==> config.mk <==
export PLATFORM = sky130hd
export DESIGN_NAME = sha256_block_feeder
export DESIGN_NICKNAME = d
export VERILOG_FILES = /design/src/rtl/sha256_block_feeder.sv
export SDC_FILE = /design/constraint.sdc
export NUM_CORES = 1
export LEC_CHECK = 0
export ABC_AREA = 1
export BUFFER_PORTS_ARGS = -buffer_cell sky130_fd_sc_hd__buf_2
export CAP_MARGIN = 40
export CORE_AREA = 10 10 219 221
export DETAILED_ROUTE_END_ITERATION = 10
export DIE_AREA = 0 0 229 231
export PLACE_DENSITY_LB_ADDON = 0.1
export RECOVER_POWER = 50
export SETUP_SLACK_MARGIN = 0.1
export SLEW_MARGIN = 20
export SYNTH_ARGS = -nofsm -noshare
export SYNTH_HDL_FRONTEND = slang
export SYNTH_SLANG_ARGS = --single-unit
export TNS_END_PERCENT = 10
==> constraint.sdc <==
create_clock -name clk -period 5.1 [get_ports clk]
set_input_delay 0.255 -clock clk [delete_from_list [all_inputs] [get_ports clk]]
set_output_delay 0.255 -clock clk [all_outputs]
set_load 0.005 [all_outputs]
==> src/rtl/sha256_block_feeder.sv <==
// SHA-256 message feeder: fetches NUM_OF_WORDS words, appends padding and length, emits 512-bit blocks.
// Optional FEEDER_BYTE_SWAP_EN byte-reverses every memory word before placement.
module sha256_block_feeder #(
    parameter int NUM_OF_WORDS = 20
) (
    input  logic         clk,
    input  logic         reset,
    input  logic         start,
    input  logic [15:0]  message_addr,
    output logic [15:0]  mem_addr,
    input  logic [31:0]  mem_read_data,
    output logic         blk_valid,
    input  logic         blk_ready,
    output logic [511:0] blk_data,
    output logic         blk_last,
    output logic [7:0]   blk_index,
    output logic         busy,
    output logic         done
);
    localparam int          NB  = (32 * NUM_OF_WORDS + 65 + 511) / 512;
    localparam logic [63:0] LEN = 64'(32 * NUM_OF_WORDS);

    typedef enum logic [1:0] {IDLE, FETCH, PRESENT, DONE} state_t;

    state_t      state, state_nxt;
    logic [7:0]  blk_j;
    logic [4:0]  cnt;
    logic [15:0] base;
    logic [3:0]  slot;
    logic [15:0] g;
    logic [31:0] mem_word;
    logic [31:0] slot_word;
    logic        last_blk;

    assign last_blk = (blk_j == 8'(NB - 1));

    // Cycle c writes slot c-1; at c=16 the low nibble wraps to slot 15.
    assign slot = cnt[3:0] - 4'd1;
    assign g    = {4'b0, blk_j, 4'b0} + {12'b0, slot};

`ifdef FEEDER_BYTE_SWAP_EN
    assign mem_word = {mem_read_data[7:0], mem_read_data[15:8],
                       mem_read_data[23:16], mem_read_data[31:24]};
`else
    assign mem_word = mem_read_data;
`endif

    always_comb begin
        slot_word = 32'h0;
        if (last_blk && slot == 4'd14)
            slot_word = LEN[63:32];
        else if (last_blk && slot == 4'd15)
            slot_word = LEN[31:0];
        else if (g < 16'(NUM_OF_WORDS))
            slot_word = mem_word;
        else if (g == 16'(NUM_OF_WORDS))
            slot_word = 32'h8000_0000;
    end

    always_comb begin
        state_nxt = state;
        case (state)
            IDLE:    if (start) state_nxt = FETCH;
            FETCH:   if (cnt == 5'd16) state_nxt = PRESENT;
            PRESENT: if (blk_ready) state_nxt = last_blk ? DONE : FETCH;
            DONE:    state_nxt = IDLE;
            default: state_nxt = IDLE;
        endcase
    end

    always_ff @(posedge clk) begin
        if (reset) begin
            state    <= IDLE;
            blk_j    <= 8'd0;
            cnt      <= 5'd0;
            base     <= 16'h0;
            mem_addr <= 16'h0;
            blk_data <= '0;
        end else begin
            state <= state_nxt;
            case (state)
                IDLE: if (start) begin
                    base     <= message_addr;
                    mem_addr <= message_addr;
                    blk_j    <= 8'd0;
                    cnt      <= 5'd0;
                end
                FETCH: begin
                    cnt <= (cnt == 5'd16) ? 5'd0 : cnt + 5'd1;
                    // mem_addr stays on the last word address once slot 15 is requested
                    if (cnt < 5'd15)
                        mem_addr <= mem_addr + 16'd1;
                    if (cnt != 5'd0)
                        blk_data[{~slot, 5'b0} +: 32] <= slot_word;
                end
                PRESENT: if (blk_ready && !last_blk) begin
                    blk_j    <= blk_j + 8'd1;
                    mem_addr <= base + {4'b0, blk_j + 8'd1, 4'b0};
                end
                default: ;
            endcase
        end
    end

    assign blk_valid = (state == PRESENT);
    assign busy      = (state != IDLE);
    assign done      = (state == DONE);
    assign blk_last  = busy && last_blk;
    assign blk_index = blk_j;

endmodule

==> results of run 1 <==
==> power by group through the flow <==
| stage | registers, mW | logic (mW) | clock network, mW |
|---|---|---|---|
| 2_1_floorplan | 4.73 | 1.32 | 0 |
| 3_5_place_dp | 4.78 | 2.07 | 0 |
| 3_3_place_gp | 4.77 | 2.03 | 0 |
| 5_1_grt | 4.71 | 2.28 | 4.67 |
| 6_report | 4.69 | 2.10 | 4.48 |
| 4_1_cts | 4.68 | 2.08 | 4.50 |
==> sequential cells by signal (all words and copies together) (netlist names) <==
name       flops
cnt            5
base          16
state          2
blk_index      8
blk_data     512
mem_addr      16
==> worst max-delay path, stage by stage (launching register included) <==
cell	delay, ns
dfxtp_1	0.50
inv_1	0.26
ha_1	0.44
nor2_1	0.39
nand2_1	0.12
buf_4	0.26
inv_1	0.14
nand2_1	0.18
nor2_8	0.69
o21ai_0	0.25
a21oi_1	0.20
==> metrics by stage <==
| step | cells | utilization |
|---|---|---|
| final | 3905 | 0.6048 |
| after global routing | 3904 | 0.6047 |
| after CTS | 3899 | 0.6165 |
| after detailed placement | 3785 | 0.5682 |
| after global placement | 3781 | 0.5663 |
| after floorplan | 2780 | - |
==> kinds of logic after synthesis <==
group,Yosys count
AOI/OAI and AO/OA,944
and+or+nand+nor,860
DFF,559
buffers and inverters,389
adders and majority gates,21
xor gates and xnor gates,7
==> worst min path at each step <==
stage	slack [ns]	cells after the start	startpoint	endpoint
finish	0.03	3	message_addr[14]	base[14]
CTS	0.0002	3	message_addr[14]	base[14]
detailed placement	0.47	2	base[15]	base[15]
global route	0.04	3	message_addr[14]	base[14]
global placement	0.46	2	base[15]	base[15]
floorplan	0.40	2	message_addr[10]	base[10]
==> cell type report <==
class	count	area [sq um]
Timing Repair Buffer	633	2815
Fill cell	4268	17290
Tap cell	592	740.7
Inverter	186	706.9
Antenna cell	1	2.502
Sequential cell	559	11190
Clock inverter	33	452.9
Multi-Input combinational cell	1832	9001
Clock buffer	69	1541
==> placed cells by master (no fill, tap or decap), types with 57 or more instances in the layout <==
cell type  netlist  final
dfxtp_1        559    559
clkbuf_1       131    498
a21oi_1        449    449
o21ai_0        390    390
nand2_1        350    350
nor2_1         281    280
inv_1          178    179
nand3_1         96     96
buf_2           31     94
nand4_1         92     92
o21ai_1         80     80
clkbuf_16        0     57
==> repair_timing <==
| action | in CTS | in global routing |
|---|---|---|
| endpoints found under the setup margin | 0 | 0 |
| hold endpoints to repair | 15 | 0 |
| hold buffers | 12 | 0 |
==> metal layers <==
layer | global-route usage | up-vias | routed length (um)
li1 | - | 10370 | -
met1 | 0.3962 | 10450 | 35760
met2 | 0.5124 | 1126 | 41460
met3 | 0.1050 | 205 | 9920
met4 | 0.1481 | 6 | 4244
met5 | 0 | - | 50
==> impl_metrics.env, run 1 <==
export IMPL_pre_cts_slack_ns=1.742
export IMPL_fin_crit_sh=0.6984
export IMPL_hold_class="in2reg"
export IMPL_synth_avg_cell_area_sq_um=7.847
export IMPL_fmax_mhz=280.8
export IMPL_seq_power_share=0.416
export IMPL_cts_htree_levels=2
export IMPL_die_y_um=231
export IMPL_final_nets=3341
export IMPL_tightest_slew_ns=0.8567
export IMPL_synthCells=2780
export IMPL_crit_path_start="cnt[0]"
export IMPL_detail_route_wl_per_cell_um=23.41
export IMPL_yosysMostFrequentCell="dfxtp_1"
export IMPL_path_max_fanout=64
export IMPL_cp_arrival_ns=4.10
export IMPL_r2r_start="cnt[0]"
export IMPL_synth_xor_xnor_area_share=0.002811
export IMPL_switching_share=0.3168
export IMPL_worstSetupPathType="reg2reg"
export IMPL_hold_viol=0
export IMPL_vdd_drop_max_mv=0.2348
export IMPL_synth_seq_cells=559
export IMPL_synth_nets=2853
export IMPL_post_route_cell_area_sq_mm=0.02645
export IMPL_drtAntennaViolNets=0
export IMPL_grt_antenna_before_repair=4
export IMPL_relSlewSlack=0.4289
export IMPL_synth_mux_area_frac=0
export IMPL_start_util=0.4987
export IMPL_yosys_area_top_type="dfxtp_1"
export IMPL_wirelength_mm=91.43
export IMPL_post_cts_buffers=0
export IMPL_synth_ff_type="dfxtp_1"
export IMPL_via_count=22160
export IMPL_synth_top_area_frac=0.5130
export IMPL_clock_latency_ns=0.62
export IMPL_grt_pass1_vias=20250
export IMPL_comb_power_share=0.186
export IMPL_slew_violations=0
export IMPL_synth_area_leaders="dfxtp_1, a21oi_1, o21ai_0"
export IMPL_synth_area_sq_mm=0.02181
export IMPL_pwr_share_clk=0.397
export IMPL_synthSimpleGateAreaFrac=0.1768
export IMPL_synth_fa_ha_area_frac=0.01239
export IMPL_required_ns=5.63
export IMPL_coreArea_sq_mm=0.04374
export IMPL_clk_pin_slew_worst_paths_ns=0.06
export IMPL_r2r_end="blk_data[141]"
export IMPL_die_w_um=229
export IMPL_ys_top_cells_by_count="dfxtp_1, a21oi_1, o21ai_0"
export IMPL_maxCapViolCount=0
export IMPL_final_setup_tns_ns=0
export IMPL_cts_root_buf="clkbuf_16"
export IMPL_startpoint_type="flip-flop"
export IMPL_drcViolationCount=0
export IMPL_switchingPower_mw=3.571
export IMPL_syn2layout_area_growth_pct=21.26
export IMPL_finalHoldWorstSlack_ns=0.02716
export IMPL_grt_max_degree=136
export IMPL_fin_ws_ns=1.538
export IMPL_grt_pass1_wl_mm=132.8
export IMPL_endpoint_kind="flip-flop"
export IMPL_yosysSeqAreaShare=0.5130
export IMPL_finalPower_mw=11.27
export IMPL_die_area_sq_mm=0.05290
export IMPL_synth_edf_count=0
export IMPL_final_layout_size_suffix_gt1_frac=0.07820
export IMPL_status="finished clean"
export IMPL_viasPerCell=5.674
export IMPL_routabilityCongestion=0.9341
export IMPL_clock_sinks=559
export IMPL_dr_pass1_iters=7
export IMPL_rows=77
export IMPL_port_buffers=591
export IMPL_cts_tree="built"
export IMPL_pin_count=592
export IMPL_pwr_density_cell_mw_per_mm2=426.1
export IMPL_grt_overflow_total=0
export IMPL_leakage_nw=11.19
export IMPL_synthArstFlopShare=0
export IMPL_post_cts_resized=0
export IMPL_skew_ns=0.02555
export IMPL_numCtsBuffers=56
export IMPL_intPower_mw=7.701
export IMPL_synth_cell_types=44
export IMPL_reg2regPathDepth=10
export IMPL_rsz0062_at_grt="no"
export IMPL_min_period_ns=3.562
export IMPL_yosysWarnings=0
export IMPL_synth_compound_area_frac=0.2195
export IMPL_ff2ff_setup_slack_ns=1.54
export IMPL_drt_initial_drc_count=2419
export IMPL_setup_viol=0
export IMPL_synth_top_family_by_area="compound AO/OA/AOI/OAI gates"
export IMPL_cp_endpoint="blk_data[141]"
export IMPL_hpwl_mm=64.65
export IMPL_track_usage=0.3239
export IMPL_clockBufferDepth=3
export IMPL_dpl_instance_area_sq_mm=0.02485
Note: power is estimated with default switching activity, not from simulation.
==> run 2, diff against run 1 <==
Settings changed: CORE_AREA 10 10 219 221 to 10 10 220 222, DIE_AREA 0 0 229 231 to 0 0 230 232.
Clock period 5.1 ns to 3.55 ns, I/O delays scaled along.
==> run 2 against run 1 <==
  * The flow now finishes with violations (max-capacitance violations, max-slew violations)
  * Final area grew 0.85%
  * Utilization grew 0.24 points
  * Clock skew shrank 0.0043 ns
  * Register-to-register slack lost 1.0 ns
  * Combinational power grew 50%
==> impl_metrics.env, run 2 (synthesis results as in run 1) <==
export IMPL_status="finished, violations left"
export IMPL_failed_checks="max-capacitance violations, max-slew violations"
export IMPL_coreArea_sq_mm=0.04393
export IMPL_maxCapViolCount=1
export IMPL_post_cts_buffers=0
export IMPL_crit_path_start="reset"
export IMPL_endpoint_kind="flip-flop"
export IMPL_clock_latency_ns=0.62
export IMPL_min_period_ns=3.113
export IMPL_final_setup_tns_ns=0
export IMPL_detail_route_wl_per_cell_um=23.31
export IMPL_syn2layout_area_growth_pct=22.29
export IMPL_wirelength_mm=91.60
export IMPL_ff2ff_setup_slack_ns=0.50
export IMPL_r2r_end="blk_data[47]"
export IMPL_stdcell_count=3930
export IMPL_hold_class="in2reg"
export IMPL_cts_root_buf="clkbuf_16"
export IMPL_fmax_mhz=321.2
export IMPL_skew_ns=0.02126
export IMPL_routabilityCongestion=0.9300
export IMPL_pwr_density_cell_mw_per_mm2=611.6
export IMPL_die_y_um=232
export IMPL_rsz0062_at_grt="no"
export IMPL_hold_viol=0
export IMPL_vdd_drop_max_mv=0.3459
export IMPL_drtAntennaViolNets=0
export IMPL_clk_pin_slew_worst_paths_ns=0.07
export IMPL_track_usage=0.3220
export IMPL_leakage_nw=11.25
export IMPL_grt_pass1_vias=20320
export IMPL_cts_htree_levels=2
export IMPL_setup_viol=0
export IMPL_path_max_fanout=124
export IMPL_required_ns=4.08
export IMPL_fin_crit_sh=0.8769
export IMPL_start_util=0.4965
export IMPL_rows=77
export IMPL_die_area_sq_mm=0.05336
export IMPL_nFillCells=4274
export IMPL_pin_count=592
export IMPL_grt_overflow_total=0
export IMPL_r2r_start="cnt[0]"
export IMPL_relSlewSlack=-0.1853
export IMPL_via_count=22080
export IMPL_final_nets=3360
export IMPL_slew_violations=55
export IMPL_die_w_um=230
export IMPL_grt_max_degree=180
export IMPL_postCtsHoldBufs=17
export IMPL_final_core_util=0.6072
export IMPL_post_cts_resized=0
export IMPL_startpoint_type="input pin"
export IMPL_place_inst=3803
export IMPL_final_layout_size_suffix_gt1_frac=0.07736
export IMPL_reg_top3="blk_data (512), base (16), mem_addr (16)"
export IMPL_grt_antenna_before_repair=7
export IMPL_worstSetupPathType="in2reg"
export IMPL_clock_sinks=559
export IMPL_hold_path_depth=3
export IMPL_cp_arrival_ns=3.64
export IMPL_cp_endpoint="blk_data[143]"
export IMPL_dr_pass1_iters=7
export IMPL_grt_pass1_wl_mm=132.8
export IMPL_tightest_slew_ns=1.776
export IMPL_regMostFlops="blk_data"
export IMPL_drcViolationCount=0
export IMPL_layout_commonest_cell="dfxtp_1"
export IMPL_drt_initial_drc_count=2334
export IMPL_final_cell_mix="dfxtp_1, clkbuf_1, a21oi_1"
export IMPL_largest_reg_flops=512
export IMPL_reg2regPathDepth=15
export IMPL_cts_tree="built"
export IMPL_viasPerCell=5.618
export IMPL_hpwl_mm=64.92
export IMPL_clockBufferDepth=3
export IMPL_finalPower_mw=16.31
export IMPL_port_buffers=591
export IMPL_numCtsBuffers=56
## run 2: changes by cell type in the layout (fill, tap and decap cells not counted), moves of 2 or more
cell           change
buf_2             -14
buf_4              +5
clkinv_2           -7
clkbuf_4           +2
buf_12            +10
dlygate4sd3_1      +5
diode_2            +2
bufinv_16          -3
clkbuf_1          +19
clkbuf_8           +8
buf_16             -3
## run 2: worst max-delay path: stages
cell and delay, ns:
clkbuf_4 0.38, inv_1 1.40, buf_16 0.41, clkbuf_4 0.69, o21ai_0 0.24, a21oi_1 0.18
## run 2: final cells by class
class / instances / area [sq um] / area share
antenna: 3 / 7.507 / 0.0002814
clock buffer: 83 / 1695 / 0.06356
clock inverter: 23 / 321.6 / 0.01205
inverter: 186 / 700.7 / 0.02627
multi-input combinational: 1832 / 9001 / 0.3374
sequential: 559 / 11190 / 0.4195
tap: 592 / 740.7 / 0.02777
timing repair buffer: 652 / 3018 / 0.1131
## run 2: routing by layer
layer,part of all wire,vias to the layer above,track usage,wire [um]
met5,0.00051,-,0,47
met4,0.038,6,0.1248,3436
met3,0.10,169,0.09773,9444
met2,0.47,1072,0.5260,42960
met1,0.39,10450,0.3922,35710
li1,-,10380,-,-
## run 2: report_power, final
part | total (mW) | internal [mW] | switching, mW
Sequential | 6.74 | 6.48 | 0.260
Combinational | 3.16 | 0.820 | 2.34
Clock | 6.42 | 3.82 | 2.60
## run 2: worst min-delay path by stage
stage                           start       endpoint  slack, ns
global placement        blk_data[413]  blk_data[413]       0.44
floorplan            message_addr[10]       base[10]       0.33
global route        mem_read_data[11]  blk_data[107]       0.07
CTS                             reset    mem_addr[3]       0.04
detailed placement      blk_data[409]  blk_data[409]       0.45
finish               mem_read_data[3]  blk_data[451]       0.07
## run 2: metrics by stage
stage               hold WS (ns)  instance area [sq um]  setup slack, ns
floorplan                 0.3257                  21810            1.218
detailed placement        0.4548                  25110           0.5494
finish                   0.07279                  26680           0.4369
global placement          0.4440                  25100           0.6205
CTS                      0.03619                  27300           0.5234
global route             0.06923                  26670           0.2065
